[src/rtl/mem_port_arbiter.sv]
// mem_port_arbiter: shares one single-ported, fixed-latency memory between the
// fetch stage (instruction reads) and the memory stage (loads/stores).
// One transaction is granted at a time. The next grant may overlap the
// response cycle of the current one. The read response is routed back to
// the requester that owns the transaction.
// Optional feature: define ARB_RR_EN for round-robin arbitration on conflict.
// Without it, the data port always wins a conflict.
module mem_port_arbiter #(
  parameter int ADDR_W  = 32,
  parameter int DATA_W  = 32,
  parameter int MEM_LAT = 2     // legal range 1..15
) (
  input  logic              clk,
  input  logic              rst,
  // fetch port
  input  logic              if_req,
  input  logic [ADDR_W-1:0] if_addr,
  output logic              if_gnt,
  output logic              if_rvalid,
  output logic [DATA_W-1:0] if_rdata,
  // data port
  input  logic              dm_req,
  input  logic              dm_we,
  input  logic [ADDR_W-1:0] dm_addr,
  input  logic [DATA_W-1:0] dm_wdata,
  output logic              dm_gnt,
  output logic              dm_rvalid,
  output logic [DATA_W-1:0] dm_rdata,
  // memory macro
  output logic              mem_req,
  output logic              mem_we,
  output logic [ADDR_W-1:0] mem_addr,
  output logic [DATA_W-1:0] mem_wdata,
  input  logic [DATA_W-1:0] mem_rdata,
  // pipeline hold
  output logic              stall_f,
  output logic              stall_m
);

  typedef enum logic {IDLE, BUSY} state_t;
  typedef enum logic {OWN_IF, OWN_DM} owner_t;

  localparam logic [3:0] LAT_INIT = 4'(MEM_LAT);

  state_t            state, stateNext;
  logic [3:0]        latCnt;
  owner_t            owner;
  logic              ownerWe;
  logic [DATA_W-1:0] ifHold, dmHold;
`ifdef ARB_RR_EN
  owner_t            lastWinner;
`endif

  logic grantOk;
  logic respCycle;
  logic dmWins;
  logic ifGrant;
  logic dmGrant;

  // Arbitration: a grant may be issued when idle or in the response cycle.
  always_comb begin
    respCycle = (state == BUSY) && (latCnt == 4'd1);
    grantOk   = (state == IDLE) || respCycle;
`ifdef ARB_RR_EN
    // On conflict the requester that did not win last time takes the port.
    dmWins    = dm_req && (!if_req || (lastWinner == OWN_IF));
`else
    dmWins    = dm_req;
`endif
    dmGrant   = !rst && grantOk && dmWins;
    ifGrant   = !rst && grantOk && if_req && !dmWins;
  end

  // Next state and all outputs. Every output is forced to 0 while rst is high.
  always_comb begin
    // NOTE: every signal written here gets a default first. Otherwise a path
    // that skips an assignment would infer a latch.
    stateNext = state;
    if_gnt    = 1'b0;
    dm_gnt    = 1'b0;
    if_rvalid = 1'b0;
    dm_rvalid = 1'b0;
    if_rdata  = '0;
    dm_rdata  = '0;
    mem_req   = 1'b0;
    mem_we    = 1'b0;
    mem_addr  = '0;
    mem_wdata = '0;
    stall_f   = 1'b0;
    stall_m   = 1'b0;

    if (!rst) begin
      if (ifGrant || dmGrant) begin
        stateNext = BUSY;
      end else if (respCycle) begin
        stateNext = IDLE;
      end

      if_gnt  = ifGrant;
      dm_gnt  = dmGrant;
      mem_req = ifGrant || dmGrant;
      if (dmGrant) begin
        mem_we    = dm_we;
        mem_addr  = dm_addr;
        mem_wdata = dm_wdata;
      end else if (ifGrant) begin
        mem_addr  = if_addr;
      end

      if_rvalid = respCycle && (owner == OWN_IF) && !ownerWe;
      dm_rvalid = respCycle && (owner == OWN_DM) && !ownerWe;
      if_rdata  = if_rvalid ? mem_rdata : ifHold;
      dm_rdata  = dm_rvalid ? mem_rdata : dmHold;

      // A stage holds while it waits for a grant, and from the grant
      // through to the cycle its read data returns.
      stall_f = (if_req && !ifGrant) || ifGrant ||
                ((state == BUSY) && (owner == OWN_IF) && !ownerWe);
      stall_m = (dm_req && !dmGrant) || dmGrant ||
                ((state == BUSY) && (owner == OWN_DM) && !ownerWe);
    end
  end

  // State register, latency counter, owner tracking and response hold registers.
  always_ff @(posedge clk or posedge rst) begin
    // NOTE: state is updated with non-blocking assignments. This way every
    // register samples the pre-edge values, whatever order the statements are in.
    if (rst) begin
      state      <= IDLE;
      latCnt     <= 4'd0;
      owner      <= OWN_IF;
      ownerWe    <= 1'b0;
      ifHold     <= '0;
      dmHold     <= '0;
`ifdef ARB_RR_EN
      lastWinner <= OWN_IF;
`endif
    end else begin
      state <= stateNext;
      if (ifGrant || dmGrant) begin
        latCnt  <= LAT_INIT;
        owner   <= dmGrant ? OWN_DM : OWN_IF;
        ownerWe <= dmGrant && dm_we;
`ifdef ARB_RR_EN
        lastWinner <= dmGrant ? OWN_DM : OWN_IF;
`endif
      end else if (state == BUSY) begin
        latCnt <= latCnt - 4'd1;
      end
      if (if_rvalid) ifHold <= mem_rdata;
      if (dm_rvalid) dmHold <= mem_rdata;
    end
  end

endmodule

[config.mk]
export PLATFORM = sky130hd
export DESIGN_NAME = mem_port_arbiter
export DESIGN_NICKNAME = d
export VERILOG_FILES = /design/src/rtl/mem_port_arbiter.sv
export SDC_FILE = /design/constraint.sdc
export NUM_CORES = 1
export LEC_CHECK = 0
export BUFFER_PORTS_ARGS = -buffer_cell sky130_fd_sc_hd__buf_2
export CAP_MARGIN = 20
export CORE_MARGIN = 4
export CORE_UTILIZATION = 40
export CTS_CLUSTER_SIZE = 16
export DETAILED_ROUTE_END_ITERATION = 16
export GPL_TIMING_DRIVEN = 0
export PLACE_DENSITY_LB_ADDON = 0.08
export SYNTH_ARGS = -nofsm -noshare
export SYNTH_HDL_FRONTEND = slang
export SYNTH_SLANG_ARGS = --single-unit
[constraint.sdc]
create_clock -name clk -period 7.6 [get_ports clk]
set_clock_uncertainty 0.1 [all_clocks]
set_input_delay 1.52 -clock clk [delete_from_list [all_inputs] [get_ports clk]]
set_output_delay 1.52 -clock clk [all_outputs]
set_load 0.005 [all_outputs]
==> flow_metrics.py <==
metrics = {
    "run_status": {
        "outcome": "completed",
    },
    "critical_path": {
        "arrival_time_worst_endpoint_ps": 3180,
        "rr_startpoint": "latCnt[1]$_DFFE_PP0P_",
        "worst-endpoint-required_ps": 5980,
        "crit_type": "in -> out",
        "endpoint_of_the_most_critical_register_to_register_path": "dmHold[31]$_DFFE_PP0P_",
        "start_kind": "input pin",
        "ff2ff_setup_slack_ps": 5450,
        "reg2reg_depth": 6,
        "timing.critical_path.to_type": "output port",
        "cp_max_fo": 32,
    },
    "logic_synthesis": {
        "netlist-cell-type-count": 37,
        "synth.cell_area_um2": 4910,
        "synth_ff_type": "sky130_fd_sc_hd__dfrtp_1",
        "synth_sequential_area_ratio_pct": 36.2,
        "syn_nets": 668,
        "syn_avg_cell_area_um2": 9.22,
        "synthesis.yosys.warnings": 0,
        "synthesis.instances": 533,
        "post_synth_edffs": 0,
        "synth-async-reset-ratio_pct": 100,
        "synth_seq_cells": 71,
    },
    "final_layout": {
        "design.final.nets": 947,
        "antenna_cells_inserted": 0,
        "areaGrowthSynthToFinish_pct": 37.7,
        "layout-drive-gt1-share_pct": 49.4,
    },
    "sta": {
        "rsz_0062_raised_after_global_routing": "no",
        "finalSetupViolations": 0,
        "final_worst_hold_slack_ps": 404,
        "period_share_pct": 63.2,
        "slew_viol_final": 0,
        "worstMarginPinSlew_ps": 637,
        "finalSetupTns_ps": 0,
        "finalHoldViolations": 0,
        "timing.max_slew.rel_slack_pct": 57.3,
        "fmaxAchievable_mhz": 208,
        "final.min_clock_period_ps": 4800,
    },
    "clocking": {
        "tritoncts_buffers": 9,
        "cts_max_level": 3,
        "clock-root-buffer": "sky130_fd_sc_hd__clkbuf_16",
        "cts_hold_buffers_added": 0,
        "clkSinkCount": 71,
        "cts_repair_resize_count": 0,
        "clk-insertion-delay-late_ps": 330,
        "post_cts.repair.setup_buffers": 0,
        "clock_tree.buffer_depth": 2,
        "clock_tree_from_tritoncts": "done",
        "clk_pin_slew_worst_paths_ps": 60,
    },
    "floorplanning": {
        "die_area_um2": 14100,
        "std_cell_rows": 40,
        "design.core.area_um2": 12000,
        "initial_cell_density_of_the_core_pct": 40.9,
        "io_pins": 269,
        "die-width_um": 119,
        "fp.dieH_um": 119,
    },
    "worst_hold_path": {
        "min_from": "dmHold[28]$_DFFE_PP0P_",
        "hold_path_end": "dmHold[28]$_DFFE_PP0P_",
        "type_of_the_tightest_min_delay_check": "reg -> reg",
        "timing.hold.worst_path_depth": 1,
    },
    "pwr": {
        "power.ir.vdd_worst_v": 0.000130,
        "leakagePower_nw": 3.62,
        "total_power_mw": 1.93,
        "cellPowerDensity_nw_per_um2": 285,
    },
    "place": {
        "numPortBuffers": 266,
        "finalWeightedCongestion": 0.842,
        "hpwl_um": 14000,
    },
    "route": {
        "count_of_vias_placed_by_the_detailed_router": 5317,
        "drt_pass_1_iters": 5,
        "wl_per_cell_um": 19.1,
        "detail_route.iter0.violations": 367,
        "drtAntennaViolNets": 0,
        "post-route-drc-count": 0,
        "routed_via_density": 5.52,
        "route.final.wire_length_um": 18400,
    },
    "job": {
        "max-cap-violations": 0,
    },
    "grt": {
        "grt_pass1_vias": 5283,
        "grt_max_degree": 33,
        "grt_use_total_pct": 24.9,
        "antenna_found_initial": 0,
        "grt_overflow_total": 0,
        "grt_first_pass_wirelength_um": 28200,
    },
}
==> final cells by class <==
| class | instances | area [um^2] |
|---|---|---|
| fill | 1134 | 5240 |
| multi-input combinational | 395 | 2810 |
| sequential | 71 | 1780 |
| timing repair buffer | 268 | 1370 |
| buffer | 61 | 304 |
| clock buffer | 9 | 225 |
| tap | 147 | 184 |
| clock inverter | 7 | 72.6 |
| inverter | 6 | 22.5 |
==> stage by stage <==
stage / worst slack [ps] / utilization (%) / instances / area [um^2]
final: 2800 / 56.4 / 964 / 6770
after global routing: 2620 / 56.4 / 964 / 6770
after CTS: 2760 / 56.4 / 964 / 6770
after detailed placement: 2760 / 53.9 / 948 / 6470
after global placement: 30.1 / 53.5 / 946 / 6430
after floorplan: 1380 / - / 533 / 4910
==> worst max-delay path by stage <==
| stage | depth (start not counted) | endpoint | start | slack, ps |
|---|---|---|---|---|
| after detailed placement | 7 | if_rdata[30] | rst | 2760 |
| after global placement | 6 | if_rdata[30] | rst | 30 |
| after floorplan | 5 | if_rdata[23] | rst | 1380 |
| final | 7 | if_rdata[30] | rst | 2800 |
| after CTS | 7 | if_rdata[30] | rst | 2760 |
| after global routing | 7 | if_rdata[28] | rst | 2620 |
==> critical path: stages <==
cell	delay, ps
sky130_fd_sc_hd__buf_6	130
sky130_fd_sc_hd__clkbuf_1	370
sky130_fd_sc_hd__inv_1	190
sky130_fd_sc_hd__buf_2	330
sky130_fd_sc_hd__buf_12	260
sky130_fd_sc_hd__a31o_2	250
sky130_fd_sc_hd__buf_2	120
==> cells in the mapped netlist, types with 2 or more instances <==
cell type                  instances  area share [%]
sky130_fd_sc_hd__a22oi_1          32             4.9
sky130_fd_sc_hd__nor2_1           41             3.1
sky130_fd_sc_hd__nand2b_1         32             4.1
sky130_fd_sc_hd__a21oi_1          66             6.7
sky130_fd_sc_hd__buf_2            11             1.1
sky130_fd_sc_hd__dfrtp_1          71              36
sky130_fd_sc_hd__nand3b_1          2            0.31
sky130_fd_sc_hd__buf_12            3             1.2
sky130_fd_sc_hd__buf_1             5            0.38
sky130_fd_sc_hd__and3_1           33             4.2
sky130_fd_sc_hd__nor3_1            2            0.20
sky130_fd_sc_hd__mux2_4           29             8.9
sky130_fd_sc_hd__clkbuf_1         38             2.9
sky130_fd_sc_hd__a31o_2           32             5.7
sky130_fd_sc_hd__and2_1            3            0.38
sky130_fd_sc_hd__o21ai_0          35             3.6
sky130_fd_sc_hd__inv_1             6            0.46
sky130_fd_sc_hd__nand3_1          32             3.3
sky130_fd_sc_hd__mux2_2           35             8.0
sky130_fd_sc_hd__ha_1              2            0.51
sky130_fd_sc_hd__clkbuf_2          3            0.31
sky130_fd_sc_hd__nand2_1           5            0.38
==> sequential cells by signal, indices dropped and copies added (netlist names) <==
| name | flops |
|---|---|
| dmHold | 32 |
| ifHold | 32 |
| latCnt | 4 |
| owner | 1 |
| ownerWe | 1 |
| state | 1 |
==> kinds of logic after synthesis <==
kind of cell / after synthesis / synth area share (%)
and+or+nand+nor: 158 / 17.8
muxes: 64 / 16.9
xor gates and xnor gates: 1 / 0.178
AOI/OAI and AO/OA: 170 / 21.8
DFF: 71 / 36.2
buffers and inverters: 67 / 6.62
adders and majority gates: 2 / 0.509
==> power by group <==
group          internal [mW]  switching, mW
clock                  0.255          0.170
combinational          0.415          0.459
sequential             0.538         0.0914
total                   1.21          0.720
==> layer usage <==
metal	share of wire, %	up-vias	wire length (um)	global-route usage [%]
li1	-	2496	-	-
met1	42	2598	7770	32.3
met2	48	207	8900	41.6
met3	8.3	16	1520	6.79
met4	1.0	0	187	5.65
met5	0	-	0	0
==> layout by cell type (no fill, tap or decap), types with 29 or more instances in the layout <==
cell type and count:
sky130_fd_sc_hd__buf_2 278, sky130_fd_sc_hd__dfrtp_1 71, sky130_fd_sc_hd__a21oi_1 66, sky130_fd_sc_hd__nor2_1 41, sky130_fd_sc_hd__clkbuf_1 38, sky130_fd_sc_hd__mux2_2 35, sky130_fd_sc_hd__o21ai_0 35, sky130_fd_sc_hd__and3_1 33
sky130_fd_sc_hd__nand2b_1 32, sky130_fd_sc_hd__a31o_2 32, sky130_fd_sc_hd__nand3_1 32, sky130_fd_sc_hd__a22oi_1 32, sky130_fd_sc_hd__mux2_4 29
Note: power is estimated with default switching activity, not from simulation.
